### src/rtl/gpio_input_conditioner.sv
// Per-bit synchroniser and debouncer feeding the HPS input PIO, with registered rise/fall strobes.
// Define GPIO_INPUT_CONDITIONER_SYNC3_EN for a 3-flop synchroniser (default is 2 flops).
module gpio_input_conditioner #(
  parameter int unsigned WIDTH           = 6,
  parameter int unsigned DEBOUNCE_CYCLES = 50000,
  parameter logic        RESET_LEVEL     = 1'b0
) (
  input  logic             clk,
  input  logic             reset_n,
  input  logic [WIDTH-1:0] raw_in,
  output logic [WIDTH-1:0] clean_out,
  output logic [WIDTH-1:0] rise_pulse,
  output logic [WIDTH-1:0] fall_pulse
);

  localparam int unsigned CW = $clog2(DEBOUNCE_CYCLES);
`ifdef GPIO_INPUT_CONDITIONER_SYNC3_EN
  localparam int unsigned SYNC_STAGES = 3;
`else
  localparam int unsigned SYNC_STAGES = 2;
`endif
  localparam logic [CW-1:0] CNT_MAX = CW'(DEBOUNCE_CYCLES - 1);

  logic [SYNC_STAGES-1:0][WIDTH-1:0] sync_q;
  logic [WIDTH-1:0]                  s;
  logic [WIDTH-1:0]                  toggle;
  logic [WIDTH-1:0]                  clean_q;
  logic [WIDTH-1:0]                  rise_q;
  logic [WIDTH-1:0]                  fall_q;

  always_ff @(posedge clk or negedge reset_n) begin
    if (!reset_n) begin
      sync_q <= {SYNC_STAGES{{WIDTH{RESET_LEVEL}}}};
    end else begin
      sync_q <= {sync_q[SYNC_STAGES-2:0], raw_in};
    end
  end

  assign s = sync_q[SYNC_STAGES-1];

  // Each bit counts consecutive cycles of disagreement; any agreeing cycle restarts it.
  for (genvar i = 0; i < WIDTH; i++) begin : g_bit
    logic [CW-1:0] cnt_q;
    logic [CW-1:0] cnt_d;

    assign toggle[i] = (s[i] != clean_q[i]) && (cnt_q == CNT_MAX);

    always_comb begin
      cnt_d = '0;
      if ((s[i] != clean_q[i]) && (cnt_q != CNT_MAX)) begin
        cnt_d = cnt_q + 1'b1;
      end
    end

    always_ff @(posedge clk or negedge reset_n) begin
      if (!reset_n) begin
        cnt_q <= '0;
      end else begin
        cnt_q <= cnt_d;
      end
    end
  end

  // Strobes are registered alongside clean_q so they coincide with the new level.
  always_ff @(posedge clk or negedge reset_n) begin
    if (!reset_n) begin
      clean_q <= {WIDTH{RESET_LEVEL}};
      rise_q  <= '0;
      fall_q  <= '0;
    end else begin
      clean_q <= clean_q ^ toggle;
      rise_q  <= toggle & ~clean_q;
      fall_q  <= toggle & clean_q;
    end
  end

  assign clean_out  = clean_q;
  assign rise_pulse = rise_q;
  assign fall_pulse = fall_q;

endmodule

### config.mk
export PLATFORM = sky130hd
export DESIGN_NAME = gpio_input_conditioner
export DESIGN_NICKNAME = d
export VERILOG_FILES = /design/src/rtl/gpio_input_conditioner.sv
export SDC_FILE = /design/constraint.sdc
export NUM_CORES = 1
export LEC_CHECK = 0
export BUFFER_PORTS_ARGS = -buffer_cell sky130_fd_sc_hd__buf_2
export CAP_MARGIN = 20
export CORE_ASPECT_RATIO = 0.9
export CORE_MARGIN = 2
export CORE_UTILIZATION = 61
export DETAILED_ROUTE_END_ITERATION = 6
export GPL_TIMING_DRIVEN = 0
export PLACE_DENSITY = 0.79
export SLEW_MARGIN = 20
export SYNTH_ARGS = -nofsm -noshare
export SYNTH_HDL_FRONTEND = slang
export SYNTH_SLANG_ARGS = --single-unit
### constraint.sdc
create_clock -name clk -period 2.3 [get_ports clk]
set_input_delay 0.115 -clock clk [delete_from_list [all_inputs] [get_ports clk]]
set_output_delay 0.115 -clock clk [all_outputs]
set_load 0.05 [all_outputs]
After elaboration in Yosys (flattened, before gate mapping)
Index checks and enable logic that the tools add are counted.
Storage, ports and cells
  word-level logic and storage cells: 57
  register bits: 126
  bits of input ports: 8
Operators by class
  muxes and demuxes: 6
  equality and inequality tests: 18
  $add $sub $neg: 6
  reductions and logical operators: 12
  bitwise gates (word level): 4
Operators by type and width (count)
  16-bit by 1-bit adder with 16-bit output (second input constant): 6
  16-bit equality test (second input constant): 6
  16-bit two-way mux: 6
  16-bit inequality test (second input constant): 6
  6-bit bitwise AND: 2
  1-bit logical AND: 12
  1-bit inequality test: 6
  6-bit inverter: 1
  6-bit XOR: 1

Depth between registers and ports, before layout
Gate-level depths: netlist of run 1.
  depth in word-level cells: 3
  depth in mapped cells: 6

Worst setup path before layout of run 1
Ideal clock, no wire load.
  path type: flip-flop to flip-flop
  start point: register g_bit[3].cnt_q[7]
  end point: register (tool-made name)
  clock period less this slack: 1.899 ns
  data required time: 2.175 ns
  arrival time: 1.774 ns
  slack: 0.401 ns
  library setup time: 0.125 ns
  stages on the path, launching flop included: 4
  buffers on the path: 0
  cells stage by stage: dfrtp_1 > or4b_1 > or4_4 > mux2_4
RTL lines
  start, declared: line 43  | logic [CW-1:0] cnt_q;
  start signal, assigned: line 59  | cnt_q <= cnt_d;

Worst setup path in the final report of run 1
  start point: register g_bit[3].cnt_q[7]
  end point: register g_bit[3].cnt_q[14]
On the way
  longest elaborated chain between the ends: 3
  elaborated cells on any way between the ends: 4
RTL lines
  parallel branches: the longest is 2 deep, another holds 16-bit by 1-bit adder with 16-bit output
  16-bit two-way mux (*): line 50  | if ((s[i] != clean_q[i]) && (cnt_q != CNT_MAX)) begin
  named net g_bit[3].cnt_d[14]: line 44  | logic [CW-1:0] cnt_d;
Mark *: on every way through the listed nets, which the timed path passes.

==> results.toml, run 1 <==
[outcome]
status = "completed"

[worst_setup_path]
end_kind = "register"
crit_required_ns = 2.70
setup.worst_path.start = "g_bit[3].cnt_q[7]"
slowest_stage = "or4_4"
slowest_delay_ns = 0.59
crit_chain = "or4b_1 > or4_4 > nand2_4 > buf_6 > nor2_1"
path_max_fanout = 10
regToRegEndpoint = "g_bit[3].cnt_q[14]"
cp.arrival_ns = 2.46
r2r_cells = 5
cp-endpoint = "g_bit[3].cnt_q[14]"
reg2reg_slack_ns = 0.25
worstSetupStartpointType = "register"
worst-setup-path-type = "reg -> reg"
r2r-start = "g_bit[3].cnt_q[7]"

[logic_synthesis]
ys_warn_count = 0
yosys.area_share.xor_xnor = 0.1367
synth_nets = 541
synth_area_leaders = "dfrtp_1, xnor2_1, nor2_1"
synthFlopType = "dfrtp_1"
synth.distinct_cells = 34
synth_top_area_frac = 0.5591
synth_top_family_by_area = "simple AND/OR/NAND/NOR gates"
yosys-mux-area-fraction = 0.01331
synth_area_um2 = 5639
ys_top_cells_by_count = "dfrtp_1, nor2_1, xnor2_1, nand3_1, nor4_1"
synth-edff-count = 0
ys_seq_area_frac = 0.5591
synthSimpleGateAreaFrac = 0.2492
synthCells = 527
synthArstFlopShare = 1.000
synth_area_per_cell_um2 = 10.70
yosys.area_share.adder = 0.01331
synth_compound_area_frac = 0.007544
synth_largest_area_cell = "dfrtp_1"
yosysMostFrequentCell = "dfrtp_1"
ys_ff_latch = 126

[global_routing]
antenna_found_initial = 0
grtUsageTotal = 0.2436
grt_max_degree = 76
grt_pass1_vias = 4154
grt_pass1_wl_um = 19190
grt_overflow = 0

[routing]
viasPerCell = 5.522
finalWirelength_um = 10800
drtIter0Drc = 184
vias = 3937
route.detailed.drc = 0
wl_per_cell_um = 15.14
dr.pass1.iters = 4
ant_nets = 0

[clock_tree]
cts.sinks = 126
worstSkewPairLatency_ns = 0.52
numCtsBuffers = 17
clockBufferDepth = 2
path_clk_slew_ns = 0.06
cts_tree = "yes"
htree_levels = 4
cts-root-buf = "clkbuf_8"
cts_resized = 0

[power_and_ir_drop]
power_frac_seq = 0.450
ir_drop_mv = 0.6161
cellLeakagePower_uw = 0.002743
p_per_area_nw_per_um2 = 770.1
p_int_uw = 3985
pwr-share-comb = 0.029
p_sw_uw = 1108
pwr-share-clk = 0.521
switching_share = 0.2175

[placement]
place_ws_ns = 0.1882
portBuffers = 25
placed_area_um2 = 5951
dp.cells = 675
post-dp-hpwl_um = 6819
gp_congestion = 0.8496

[sta]
finalSetupTns_ns = 0
fmax_ghz = 0.4875
worstMarginPinSlew_ns = 0.5477
fin_skew_ns = 0.006997
worst_slack_ns = 0.2486
hold_ws_ns = 0.1207
final-hold-violation-count = 0
relSlewSlack = 0.6309
finalMaxSlewViolations = 0
post-route-period-util = 0.8919
period_minus_slack_ns = 2.051
setup_violations = 0
rsz0062_at_grt = "no"

[final_layout]
antenna_cells = 0
fillCellCount = 606
syn_to_final_growth_pct = 17.28
final_cells = 713
fin_area_um2 = 6614
finish.net_count = 592
layout-drive-gt1-share = 0.1337

[min_path]
hp-class = "in -> async"

[floorplanning]
die_area_um2 = 10030
dieHeight_um = 95.22
core_area_um2 = 9042
std_cell_rows = 33
num_io_pins = 26
die_w_um = 105.4
start_util = 0.6236

[flow_run]
maxCapViolCount = 0
## how the worst min path moves through the flow
stage,to,slack (ns),from,depth (start not counted)
6_report,fall_pulse[4],0.12,reset_n,2
5_1_grt,rise_pulse[4],0.14,reset_n,2
4_1_cts,fall_pulse[4],0.12,reset_n,2
3_5_place_dp,fall_pulse[4],0.1,reset_n,1
3_3_place_gp,sync_q[5],0.22,raw_in[5],1
2_1_floorplan,async pin,-0.18,reset_n,0
## state kept, by name (all words and copies together), names as in the netlist, named ones only
name,cells
g_bit.cnt_q,96
fall_pulse,6
rise_pulse,6
s,6
sync_q,6
## power by group through the flow
stage          logic [uW]  registers, uW  clock network [uW]
6_report              148           2290                2650
3_5_place_dp          141           2330                   0
4_1_cts               154           2290                2700
2_1_floorplan        67.7           2320                   0
3_3_place_gp          129           2320                   0
5_1_grt               170           2290                2820
## final cells by class
class | instances | area (um2) | share of cell area
plain buffers | 6 | 46.29 | 0.007000
clock buffers | 18 | 427.9 | 0.06470
clock inverters | 14 | 168.9 | 0.02554
inverters | 18 | 67.56 | 0.01022
multi-input cells | 376 | 2369 | 0.3581
flip-flops and latches | 126 | 3153 | 0.4767
well taps | 122 | 152.6 | 0.02308
repair buffers | 33 | 229.0 | 0.03462
## critical path, delay by kind of cell (launching register included)
| family | cells | cell delay, ns |
|---|---|---|
| AND/OR/NAND/NOR | 4 | 1.35 |
| flip-flops | 1 | 0.45 |
| buffers and inverters | 1 | 0.15 |
## kinds of logic (layout without fill, tap and decap cells)
family                   count (synthesis)  count (layout)
XOR/XNOR                                88              88
adder cells (fa/ha/maj)                  6               6
flip-flops                             126             126
AND/OR/NAND/NOR                        271             271
AO/OA/AOI/OAI                            5               5
buffers and inverters                   25              89
multiplexers                             6               6
## placed cells by master, fill, tap and decap left out, types with 2 or more instances in the layout
master and count:
a21oi_1 2, and3_1 6, buf_2 25, buf_6 4
bufinv_16 3, clkbuf_1 2, clkbuf_16 16, clkbuf_8 2
clkinv_2 4, clkinv_4 5, clkinvlp_4 2, dfrtp_1 126
dlygate4sd3_1 7, ha_1 6, inv_1 18, mux2_2 4
mux2_4 2, nand2_1 21, nand2_4 2, nand3_1 31
nand3b_1 3, nand4_1 21, nor2_1 108, nor3_1 22
nor3b_1 12, nor4_1 23, nor4b_1 2, nor4bb_1 4
or4_1 2, or4_4 3, or4b_1 6, xnor2_1 75
xor2_1 13
## timing repair
| item | in CTS | in global routing |
|---|---|---|
| hold buffers | 7 | 0 |
| buffers inserted | 0 | 0 |
| setup endpoints to repair | 0 | 10 |
| hold endpoints to repair | 57 | 0 |
## stage by stage
| stage | util | power [uW] |
|---|---|---|
| after floorplan | - | 2387 |
| after global placement | 0.6544 | 2454 |
| after detailed placement | 0.6581 | 2468 |
| after CTS | 0.7318 | 5147 |
| after global routing | 0.7314 | 5281 |
| final | 0.7314 | 5093 |
## layer usage
metal	vias up	global-route usage	routed length (um)
met4	0	0.08000	121
met3	11	0.07245	337
li1	1921	-	-
met2	58	0.4091	5435
met5	-	0	0
met1	1947	0.3063	4900
Note: power is estimated with default switching activity, not from simulation.
==> inputs of run 2 (changes only) <==
--- a/config.mk
+++ b/config.mk
@@ -8,7 +8,6 @@
 export BUFFER_PORTS_ARGS = -buffer_cell sky130_fd_sc_hd__buf_2
 export CAP_MARGIN = 20
 export CORE_ASPECT_RATIO = 0.9
-export CORE_MARGIN = 2
 export CORE_UTILIZATION = 61
 export DETAILED_ROUTE_END_ITERATION = 6
 export GPL_TIMING_DRIVEN = 0
==> run 2 against run 1 <==
- utilization rose by 2.2 points
- cell area fell by 0.17%
- largest power group unchanged
- die area fell by 4.0%
- final cell count fell by 0.42%
- sequential cell count did not move
- critical endpoint is now g_bit[5].cnt_q[14]
- via count rose by 0.23%
- highest routed layer unchanged
==> results.toml, run 2 (same netlist as run 1, synthesis figures left out) <==
[outcome]
status = "completed"

[global_routing]
grt_max_degree = 67
grtUsageTotal = 0.2514
grt_pass1_vias = 3992
grt_pass1_wl_um = 18240
antenna_found_initial = 0
grt_overflow = 0

[worst_setup_path]
worst-setup-path-type = "reg -> reg"
critical_path_buf_inv_count = 1
end_kind = "register"
path_max_fanout = 10
slowest_stage = "o41ai_2"
crit_chain = "ha_1 > nand3_1 > o41ai_2 > buf_2 > nor2_1"
slowest_delay_ns = 0.69
reg2reg_slack_ns = 0.19
cp.arrival_ns = 2.51
cp_top_family = "compound AO/OA/AOI/OAI gates"
worstSetupStartpointType = "register"
crit_required_ns = 2.70

[final_layout]
antenna_cells = 0
finish.net_count = 592
layout-drive-gt1-share = 0.1303
final_cells = 710
multiInputGateArea_um2 = 2369
syn_to_final_growth_pct = 17.08
largest_reg_flops = 96
final_cell_mix = "dfrtp_1, nor2_1, xnor2_1, nand3_1, buf_2"
fillCellCount = 550
final_common_cell = "dfrtp_1"
regMostFlops = "g_bit.cnt_q"
seq_area_um2 = 3153

[floorplanning]
std_cell_rows = 32
num_io_pins = 26
die_w_um = 103.4
start_util = 0.6431
core_area_um2 = 8768
die_area_um2 = 9634
dieHeight_um = 93.22

[clock_tree]
cts_tree = "yes"
cts-root-buf = "clkbuf_8"
worstSkewPairLatency_ns = 0.52
cts.sinks = 126
post-cts-setup-buffer-count = 0
numCtsBuffers = 17
cts_resized = 0
clockBufferDepth = 2
htree_levels = 4
path_clk_slew_ns = 0.06

[sta]
relSlewSlack = 0.5740
hold_ws_ns = 0.1618
fin_skew_ns = 0.005766
setup_violations = 0
rsz0062_at_grt = "no"
post-route-period-util = 0.9153
worstMarginPinSlew_ns = 0.6321
final-hold-violation-count = 0
period_minus_slack_ns = 2.105
fmax_ghz = 0.4750
finalMaxSlewViolations = 0

[placement]
gp_congestion = 0.8429
post-dp-hpwl_um = 6608
portBuffers = 25
dp.cells = 672

[power_and_ir_drop]
pwr-share-clk = 0.520
power_frac_seq = 0.451
p_sw_uw = 1071
pwr-share-comb = 0.029
switching_share = 0.2109
ir_drop_mv = 0.6282
cellLeakagePower_uw = 0.002732
p_per_area_nw_per_um2 = 769.1
p_int_uw = 4008

[flow_run]
maxCapViolCount = 0

[routing]
viasPerCell = 5.558
dr.pass1.iters = 6
ant_nets = 0
route.detailed.drc = 0
drtIter0Drc = 175
wl_per_cell_um = 14.91
finalWirelength_um = 10580
vias = 3946

[min_path]
hp-class = "in -> async"
==> run 2: timing repair <==
item	4_1_cts	5_1_grt
hold buffers	7	0
endpoints found under the setup margin	0	8
endpoints found under the hold margin	71	0
==> run 2: final timing paths <==
path / startpoint / end / cells after the start
worst max-delay path: g_bit[5].cnt_q[0] / g_bit[5].cnt_q[14] / 5
worst min-delay path: reset_n / g_bit[1].cnt_q[3] / 2
worst max register to register: g_bit[5].cnt_q[0] / g_bit[5].cnt_q[14] / 5
worst min register to register: sync_q[2] / s[2] / 0
max in group asynchronous: reset_n / g_bit[0].cnt_q[8] / 3
min in group clk: raw_in[5] / sync_q[5] / 2
==> run 2: layout make-up <==
| class | instances | share of cell area |
|---|---|---|
| Multi-Input combinational cell | 376 | 0.3587 |
| Clock buffer | 21 | 0.06803 |
| Clock inverter | 11 | 0.02122 |
| Buffer | 6 | 0.007012 |
| Inverter | 18 | 0.01023 |
| Tap cell | 119 | 0.02255 |
| Timing Repair Buffer | 33 | 0.03468 |
| Sequential cell | 126 | 0.4775 |
==> run 2: power groups by stage <==
stage / clock [uW] / combinational [uW] / sequential (uW)
after global placement: 0 / 129 / 2320
after floorplan: 0 / 67.7 / 2320
final: 2640 / 148 / 2290
after detailed placement: 0 / 141 / 2330
after CTS: 2680 / 153 / 2290
after global routing: 2780 / 171 / 2290
==> run 2: per-layer routing <==
layer | part of all wire | wire length, um | GRT usage | vias up
met2 | 0.50 | 5299 | 0.4100 | 76
met4 | 0.013 | 138 | 0.07981 | 0
met5 | 0 | 0 | 0 | -
met3 | 0.034 | 356 | 0.07698 | 11
met1 | 0.45 | 4789 | 0.3199 | 1940
li1 | - | - | - | 1919
==> run 2: metrics by stage <==
step                      worst slack (ns)  total power [uW]  setup TNS, ns  instance area (um2)    util
after floorplan                     0.4011              2387              0                 5639       -
after global placement             -0.4092              2453         -50.73                 5913  0.6744
after detailed placement            0.2112              2467              0                 5947  0.6782
after CTS                           0.1517              5122              0                 6606  0.7534
after global routing               0.03335              5248              0                 6603  0.7530
final                               0.1948              5078              0                 6603  0.7530
==> run 2: worst reg2reg max path, cell delays in order, from the launching register on <==
cell and delay [ns]:
dfrtp_1 0.39, ha_1 0.19, nand3_1 0.31, o41ai_2 0.69
buf_2 0.33, nor2_1 0.08
==> inputs of run 3 (changes only) <==
--- a/config.mk
+++ b/config.mk
@@ -8,10 +8,12 @@
 export BUFFER_PORTS_ARGS = -buffer_cell sky130_fd_sc_hd__buf_2
 export CAP_MARGIN = 20
 export CORE_ASPECT_RATIO = 0.9
+export CORE_MARGIN = 2
 export CORE_UTILIZATION = 61
+export CTS_CLUSTER_DIAMETER = 40
 export DETAILED_ROUTE_END_ITERATION = 6
 export GPL_TIMING_DRIVEN = 0
-export PLACE_DENSITY = 0.79
+export PLACE_DENSITY_LB_ADDON = 0.15
 export SLEW_MARGIN = 20
 export SYNTH_ARGS = -nofsm -noshare
 export SYNTH_HDL_FRONTEND = slang
==> run 3 against run 2 <==
- worst setup slack better by 0.062 ns
- clock power hardly changed
- wire length is 4.7% lower
- power is 0.12% higher
- sequential share of layout area is 0.054 points lower
- via count is 1.3% lower
- die area is 4.1% higher
- critical path depth stayed put
- sequential cell count stayed put
- sequential power hardly changed
- critical path type unchanged
- largest cell class unchanged
- highest routed layer unchanged
==> results.toml, run 3 (same netlist as run 1, synthesis figures left out) <==
[outcome]
status = "completed"

[clock_tree]
htree_levels = 4
worstSkewPairLatency_ns = 0.51
path_clk_slew_ns = 0.06
cts.sinks = 126
cts_resized = 0
numCtsBuffers = 17
cts-root-buf = "clkbuf_8"
clockBufferDepth = 2
post-cts-setup-buffer-count = 0
cts_tree = "yes"

[placement]
portBuffers = 25
placed_area_um2 = 5951
gp_congestion = 0.8543
post-dp-hpwl_um = 6434

[routing]
ant_nets = 0
viasPerCell = 5.463
wl_per_cell_um = 14.15
finalWirelength_um = 10090
vias = 3895
drtIter0Drc = 235
dr.pass1.iters = 4
route.detailed.drc = 0

[worst_setup_path]
slowest_stage = "o41ai_2"
crit_chain = "ha_1 > nand3_1 > o41ai_2 > buf_2 > nor2_1"
path_max_fanout = 10
slowest_delay_ns = 0.63
crit_required_ns = 2.69
worst-setup-path-type = "reg -> reg"
cp.arrival_ns = 2.43
end_kind = "register"
worstSetupStartpointType = "register"

[final_layout]
regMostFlops = "g_bit.cnt_q"
final_cell_mix = "dfrtp_1, nor2_1, xnor2_1, nand3_1, buf_2"
largest_reg_flops = 96
final_common_cell = "dfrtp_1"
layout-drive-gt1-share = 0.1252
antenna_cells = 0
syn_to_final_growth_pct = 17.22
post-route-util = 0.7310
fillCellCount = 619
finish.net_count = 592
fin_area_um2 = 6610

[floorplanning]
std_cell_rows = 33
num_io_pins = 26
die_w_um = 105.4
dieHeight_um = 95.22
die_area_um2 = 10030
start_util = 0.6236
core_area_um2 = 9042

[global_routing]
antenna_found_initial = 0
grt_pass1_vias = 3895
grt_overflow = 0
grt_pass1_wl_um = 18000
grt_max_degree = 74
grtUsageTotal = 0.2261

[power_and_ir_drop]
ir_drop_mv = 0.7093
p_per_area_nw_per_um2 = 769.2
cellLeakagePower_uw = 0.002745
design_power_total_uw = 5084

[sta]
final-hold-violation-count = 0
post-route-period-util = 0.8883
worstMarginPinSlew_ns = 0.5617
hold_ws_ns = 0.1210
setup_violations = 0
finalMaxSlewViolations = 0
rsz0062_at_grt = "no"
fmax_ghz = 0.4895
period_minus_slack_ns = 2.043
fin_skew_ns = 0.006947
relSlewSlack = 0.6214

[min_path]
hp-class = "in -> async"

[flow_run]
maxCapViolCount = 0
==> run 3: cell count changes in the layout (fill, tap and decap cells not counted), sizes merged <==
cell	before	now
clkbuf	23	28
clkinvlp	4	0
clkinv	4	3
==> run 3: path summary, 6_finish.rpt <==
| kind | startpoint | end | slack [ns] | depth (start not counted) |
|---|---|---|---|---|
| worst max-delay path | g_bit[5].cnt_q[0] | g_bit[5].cnt_q[11] | 0.26 | 5 |
| worst min-delay path | reset_n | g_bit[4].cnt_q[3] | 0.12 | 2 |
| worst max register to register | g_bit[5].cnt_q[0] | g_bit[5].cnt_q[11] | 0.26 | 5 |
| worst min register to register | sync_q[2] | s[2] | 0.35 | 0 |
| max in group asynchronous | reset_n | g_bit[3].cnt_q[2] | 1.48 | 3 |
| min in group clk | raw_in[0] | sync_q[0] | 0.24 | 2 |
==> run 3: layout make-up <==
class                      instances  area [um2]  area share
clock inverter                     6       105.1     0.01590
buffer                             6       46.29    0.007004
clock buffer                      26       488.0     0.07382
multi-input combinational        376        2369      0.3583
sequential                       126        3153      0.4770
tap                              122       152.6     0.02309
inverter                          18       67.56     0.01022
timing repair buffer              33       229.0     0.03464
==> run 3: what timing repair did <==
action | CTS | global route
endpoints found under the setup margin | 0 | 10
hold endpoints to repair | 64 | 0
hold buffers | 7 | 0
==> run 3: routing by layer <==
layer | vias up | part of all wire | GRT usage
met2 | 71 | 0.47 | 0.3575
met4 | 0 | 0.017 | 0.1056
li1 | 1914 | - | -
met5 | - | 0 | 0
met1 | 1894 | 0.49 | 0.3064
met3 | 16 | 0.028 | 0.04306
==> run 3: power by group <==
| group | leakage, uW | total, uW | switching, uW | internal, uW |
|---|---|---|---|---|
| clock | 0.000293 | 2650 | 890 | 1760 |
| sequential | 0.00172 | 2290 | 33.3 | 2260 |
| combinational | 0.000734 | 144 | 89.7 | 53.9 |
==> run 3: metrics by stage <==
step	setup WS, ns	std cells	TNS (ns)
final	0.2570	713	0
after detailed placement	0.1646	675	0
after CTS	0.1374	714	0
after floorplan	0.4011	527	0
after global placement	-0.3787	674	-46.70
after global routing	0.08161	713	0
==> run 3: critical path, delay by kind of cell, from the launching register on <==
family                     cells  cell delay, ns
AOI/OAI and AO/OA              1            0.63
DFF                            1            0.39
adders and majority gates      1            0.20
and+or+nand+nor                2            0.38
buffers and inverters          1            0.34
